$ cat config.mk
export PLATFORM = sky130hd
export DESIGN_NAME = free_list
export DESIGN_NICKNAME = d
export VERILOG_FILES = /design/src/rtl/free_list.sv
export SDC_FILE = /design/constraint.sdc
export NUM_CORES = 1
export LEC_CHECK = 0
export ABC_AREA = 0
export CAP_MARGIN = 20
export CORE_MARGIN = 3
export CORE_UTILIZATION = 45
export CTS_CLUSTER_DIAMETER = 200
export CTS_CLUSTER_SIZE = 24
export DETAILED_ROUTE_END_ITERATION = 7
export SLEW_MARGIN = 20
export SYNTH_ARGS = -nofsm -noshare
export SYNTH_HDL_FRONTEND = slang
export SYNTH_SLANG_ARGS = --single-unit
export TNS_END_PERCENT = 50
$ cat constraint.sdc
create_clock -name clk -period 7.09 [get_ports clk]
set_input_delay 1.0635 -clock clk [delete_from_list [all_inputs] [get_ports clk]]
set_output_delay 1.0635 -clock clk [all_outputs]
set_load 0.01 [all_outputs]
$ cat src/rtl/free_list.sv
// Circular FIFO of free physical-register IDs feeding rename; commit returns
// stale IDs, and a flush rewinds the read pointer so every unmapped ID is free.
module free_list #(
  parameter int NUM_PR = 64,
  parameter int NUM_AR = 32,
  parameter int DEPTH  = NUM_PR - NUM_AR,
  localparam int PR_WIDTH = $clog2(NUM_PR),
  localparam int IDX_W    = $clog2(DEPTH),
  localparam int PTR_W    = IDX_W + 1
) (
  input  logic                clk,
  input  logic                rst,
  input  logic                enqueue,
  input  logic [PR_WIDTH-1:0] wdata,
  input  logic                dequeue,
  output logic [PR_WIDTH-1:0] rdata,
  output logic                empty,
  output logic                full,
  output logic [PTR_W-1:0]    count,
  input  logic                flush,
  output logic                overflow_err
);

  // Handshake: there is no ready back-pressure. dequeue takes rdata in the
  // same cycle and is honoured only when !empty && !flush (rename must stall
  // on empty); enqueue is honoured when !full or alongside an honoured dequeue.

  logic [PR_WIDTH-1:0] mem_q [DEPTH];
  logic [PR_WIDTH-1:0] mem_d [DEPTH];
  logic [PTR_W-1:0]    rd_ptr_q, rd_ptr_d;
  logic [PTR_W-1:0]    wr_ptr_q, wr_ptr_d;
  logic                overflow_err_q, overflow_err_d;

  logic             deq_ok;
  logic             enq_ok;
  logic [PTR_W-1:0] wr_next;

  always_comb begin
    empty = (rd_ptr_q == wr_ptr_q);
    full  = (rd_ptr_q[IDX_W-1:0] == wr_ptr_q[IDX_W-1:0]) &&
            (rd_ptr_q[IDX_W] != wr_ptr_q[IDX_W]);
    count = wr_ptr_q - rd_ptr_q;
    rdata = mem_q[rd_ptr_q[IDX_W-1:0]];
    overflow_err = overflow_err_q;
  end

  always_comb begin
    deq_ok  = dequeue && !empty && !flush;
    enq_ok  = enqueue && (!full || deq_ok);
    wr_next = wr_ptr_q + {{(PTR_W-1){1'b0}}, enq_ok};

    mem_d = mem_q;
    if (enq_ok) begin
      mem_d[wr_ptr_q[IDX_W-1:0]] = wdata;
    end

    wr_ptr_d = wr_next;
    rd_ptr_d = rd_ptr_q + {{(PTR_W-1){1'b0}}, deq_ok};
    // Squashed allocations are still in storage; flipping the wrap bit of the
    // post-enqueue write pointer reclaims them all as free again.
    if (flush) begin
      rd_ptr_d = {~wr_next[IDX_W], wr_next[IDX_W-1:0]};
    end

    overflow_err_d = overflow_err_q || (enqueue && full && !deq_ok);
  end

  always_ff @(posedge clk or posedge rst) begin
    if (rst) begin
      for (int i = 0; i < DEPTH; i++) begin
        mem_q[i] <= PR_WIDTH'(NUM_AR + i);
      end
      rd_ptr_q       <= '0;
      wr_ptr_q       <= PTR_W'(DEPTH);
      overflow_err_q <= 1'b0;
    end else begin
      mem_q          <= mem_d;
      rd_ptr_q       <= rd_ptr_d;
      wr_ptr_q       <= wr_ptr_d;
      overflow_err_q <= overflow_err_d;
    end
  end

endmodule

### After elaboration in Yosys (flattened, before gate mapping)

Cells that the tools add are included.

| operators by class | value |
|---|---|
| bitwise operators | 3 |
| $add $sub $neg | 3 |
| reductions and logical operators | 13 |
| equal/unequal tests | 3 |
| multiplexer cells | 7 |
| magnitude comparators | 3 |

Operator list:

| kind | number |
|---|---|
| bitwise mux 192 bit | 1 |
| binary-select mux 6 bit (select 5 bit) | 1 |
| demux 6 bit (select 5 bit) | 1 |
| 2-to-1 mux 6 bit | 4 |
| adder 6 x 1 -> 6 bit | 2 |
| >= comparator 6 bit, second input constant | 2 |
| NOT 5 -> 6 bit | 2 |
| logical AND 1 bit | 7 |
| == test 6 bit | 1 |
| less-than comparator 6 x 1 -> 1 bit, second input constant | 1 |
| subtractor 6 bit | 1 |
| == test 5 bit | 1 |
| logical NOT 1 bit | 4 |
| logical OR 1 bit | 2 |
| inequality test 1 bit | 1 |
| NOT 1 bit | 1 |

| storage, ports and cells | value |
|---|---|
| word-level logic and storage cells | 67 |
| register bits after elaboration | 205 |
| output and inout bits | 15 |
| input port bits | 11 |

### Longest topological paths before layout

| logic depth | value |
|---|---|
| depth in word-level cells | 9 |
| depth in mapped cells | 14 |
| depth with buffers taken out | 11 |

### Worst setup path before layout

No wires, ideal clock.

| path | value |
|---|---|
| path kind | reg-to-output |
| from | register rd_ptr_q[1] |
| to | output count[5] |
| arrival time | 1.830 ns |
| path slack | 4.197 ns |
| cell stages (with the launch flop) | 9 |
| data required time | 6.026 ns |
| path buffers | 2 |
| cell sequence | dfrtp_1 clkbuf_1 buf_2 inv_1 ha_1 nor2b_1 o21a_1 o21a_1 o211ai_1 |

| on the way | value |
|---|---|
| cells in the longest elaborated chain, start to end | 1 |

Ends and longest elaborated chain:

| element | line | RTL |
|---|---|---|
| start: declaration | 30 | `logic [PTR_W-1:0] rd_ptr_q, rd_ptr_d;` |
| start signal: assignment | 78 | `rd_ptr_q <= rd_ptr_d;` |
| subtractor 6 bit | 42 | `count = wr_ptr_q - rd_ptr_q;` |
| end: declaration | 19 | `output logic [PTR_W-1:0] count,` |

No other way between the ends.

### Final worst setup path

| path | value |
|---|---|
| from | register rd_ptr_q[1] |
| to | output rdata[2] |

| on the way | value |
|---|---|
| cells in the longest elaborated chain, start to end | 4 |

Ends and longest elaborated chain:

| element | line | RTL |
|---|---|---|
| NOT 5 -> 6 bit (not written as such) | 43 | `rdata = mem_q[rd_ptr_q[IDX_W-1:0]];` |
| binary-select mux 6 bit (select 5 bit) | 43 |  |
| 2-to-1 mux 6 bit (not written as such) (2 in a row) | 43 |  |
| end: declaration | 16 | `output logic [PR_WIDTH-1:0] rdata,` |

No other way between the ends. The select of a mux whose other input is x is not followed.

==> impl_metrics.ini <==
[global_routing]
busiest_layer = met2
grt_max_degree = 135
grt_use_total = 0.185
grt_pass1_wl_um = 34500
antenna_found_initial = 0
grt_overflow = 0
met3_usage = 0.0293
grt_pass1_vias = 5936
grtUsageMet2 = 0.306
met1_usage = 0.260

[critical_path]
start_kind = flop
crit_chain = buf_4, mux4_2, o22ai_1, nor4_1, clkdlybuf4s50_1
critPathMaxFanout = 30
rr_endpoint = rd_ptr_q[4]$_DFF_PP0_
crit_required_ns = 6.03
critPathBufInv = 2
cpPeakStageDelay_ns = 0.77
r2r_slack_ns = 3.79
endpoint_kind = output pin
criticalPathCategory = reg2out
r2r_cells = 11
cp_num_cells = 5
path_delay_family = buffers and inverters
cp.arrival_ns = 3.47
r2r_start = rd_ptr_q[3]$_DFF_PP0_
cp_slowest_cell = dfrtp_2
cp-startpoint = rd_ptr_q[1]$_DFF_PP0_
timing.critical_path.to = rdata[2]

[timing]
drv_slew = 0
finalCriticalPeriod_ns = 4.53
tns_ns = 0
max_freq_ghz = 0.221
finalClockSkew_ns = 0.0337
slew_headroom = 0.397
worst_slew_pin_slew_ns = 0.904
worst_slack_ns = 2.56
min_period_over_period = 0.639
hold_viol_final = 0
rsz0062_at_grt = false
setup_violations = 0

[floorplan]
die_area_um2 = 23700
fp.dieW_um = 154
core-area_um2 = 21300
rows = 53
start_util = 0.463
num_io_pins = 26
die_h_um = 154

[synth]
syn_inst = 640
synth_edf_count = 0
synth_commonest_cells = mux2_2, dfstp_2, dfrtp_1, mux4_2, nand3_2
synth_most_common_cell = mux2_2
synthTopCellsByArea = dfstp_2, dfrtp_1, mux2_2
synth_ff_type = dfstp_2
ys_seq_elements = 205
ys_seq_area_frac = 0.534
netlist_area_um2 = 9860
yosys.area.top_type_share = 0.301
yosysWarnings = 0
ys_async_sr_fraction = 1.00
synth_top_area_cell = dfstp_2
yosysUniqueCellTypes = 40
syn_area_per_cell_um2 = 15.4
synth_nets = 661

[cts]
cts_hold_buffers = 0
root_buffer = clkbuf_16
postCtsSetupBuffers = 0
cts_max_level = 1
clkTransAtPathRegs_ns = 0.10
cts_tree = done
cts_max_path_buffers = 3
clk_latency_ns = 0.48
cts_num_sinks = 205
post_cts_resized = 0
cts_made_buffers = 12

[drt]
ant_nets = 0
routedWlPerCell_um = 23.2
wl_um = 21500
dr.pass1.iters = 4
viasPerCell = 5.90
drt_iter0_drc = 344
drc = 0
vias = 5455

[power_and_ir_drop]
fin_total_pwr_mw = 4.96
p_per_area_nw_per_um2 = 463
ir_worst_vdd_mv = 0.169
power.clock.fraction = 0.148
intPower_mw = 3.34
power.leakage_nw = 4.38
pwr-share-seq = 0.441
power_switching_mw = 1.62
switching_share = 0.327
p_comb_frac = 0.411

[min_path]
hold_path_class = reg2reg
hp-start = overflow_err$_DFF_PP0_

[layout]
num_antenna_cells = 0
nets = 664
drive_gt1_frac = 0.644
syn_to_final_growth_pct = 8.72

[flow_run]
drv_cap = 0

[run_status]
status = finished clean

[placement]
numPortBuffers = 25
pre_cts_slack_ns = 3.06
place.gp.congestion = 0.733
dp_hpwl_um = 14200
==> cells by family after synthesis <==
| logic type | after synthesis | share of synthesized area |
|---|---|---|
| adders and majority gates | 10 | 0.0134 |
| muxes | 243 | 0.332 |
| DFF | 205 | 0.534 |
| and+or+nand+nor | 82 | 0.0624 |
| AOI/OAI and AO/OA | 35 | 0.0228 |
| xor gates and xnor gates | 11 | 0.0105 |
| buffers and inverters | 54 | 0.0242 |
==> registers in the layout (all words and copies together), names as in the netlist <==
signal,count
mem_q,192
overflow_err,1
rd_ptr_q,6
wr_ptr_q,6
==> worst min path at each step <==
stage	to	slack (ns)	cells after the start
after global placement	overflow_err$_DFF_PP0_	0.47	1
after CTS	overflow_err$_DFF_PP0_	0.49	1
final	overflow_err$_DFF_PP0_	0.49	1
after detailed placement	overflow_err$_DFF_PP0_	0.47	1
after floorplan	mem_q[102]$_DFFE_PP0P_	0.47	1
after global routing	overflow_err$_DFF_PP0_	0.51	1
==> metal layers <==
layer / up-vias / share of wire / routed length [µm]
met5: - / 0 / 0
met4: 0 / 0.019 / 398
met3: 25 / 0.040 / 862
met2: 87 / 0.49 / 10400
met1: 2928 / 0.46 / 9770
li1: 2415 / - / -
==> stage by stage <==
| step | cells | hold WS, ns | util | area, µm² |
|---|---|---|---|---|
| after CTS | 923 | 0.493 | 0.503 | 10700 |
| after global placement | 902 | 0.467 | 0.485 | 10300 |
| after global routing | 924 | 0.507 | 0.504 | 10700 |
| final | 924 | 0.487 | 0.504 | 10700 |
| after floorplan | 640 | 0.474 | - | 9860 |
| after detailed placement | 903 | 0.469 | 0.486 | 10300 |
==> area by class of cell <==
type                    count  area (µm²)
fillers                  1774       10600
repair buffers             33         340
clock inverters             1        16.3
flip-flops and latches    205        5280
inverters                  10        45.0
multi-input cells         381        4350
clock buffers              19         348
well taps                 275         344
==> layout by cell type, fill, tap and decap left out, types with 2 or more instances in the layout <==
cell type	count
mux2_2	194
dfstp_2	113
dfrtp_1	90
mux4_2	48
nand3_2	29
o22ai_1	24
clkdlybuf4s50_1	23
nand3_1	13
clkbuf_16	13
and3_1	10
xnor2_1	9
ha_1	9
inv_1	7
nor4_1	6
clkbuf_1	6
buf_4	6
nand2_1	5
nor2_1	4
nor3b_2	3
nor3_1	3
o21ai_0	3
and3b_1	2
clkinv_1	2
o21a_1	2
buf_2	2
buf_16	2
==> power by group through the flow <==
stage               clock network [mW]  logic, mW  registers (mW)
floorplan                            0       1.54            2.02
global placement                     0       1.92            2.23
detailed placement                   0       1.98            2.27
CTS                              0.763       1.98            2.25
global route                     0.807       2.19            2.26
finish                           0.737       2.04            2.19
(Power assumes the default switching activity.)
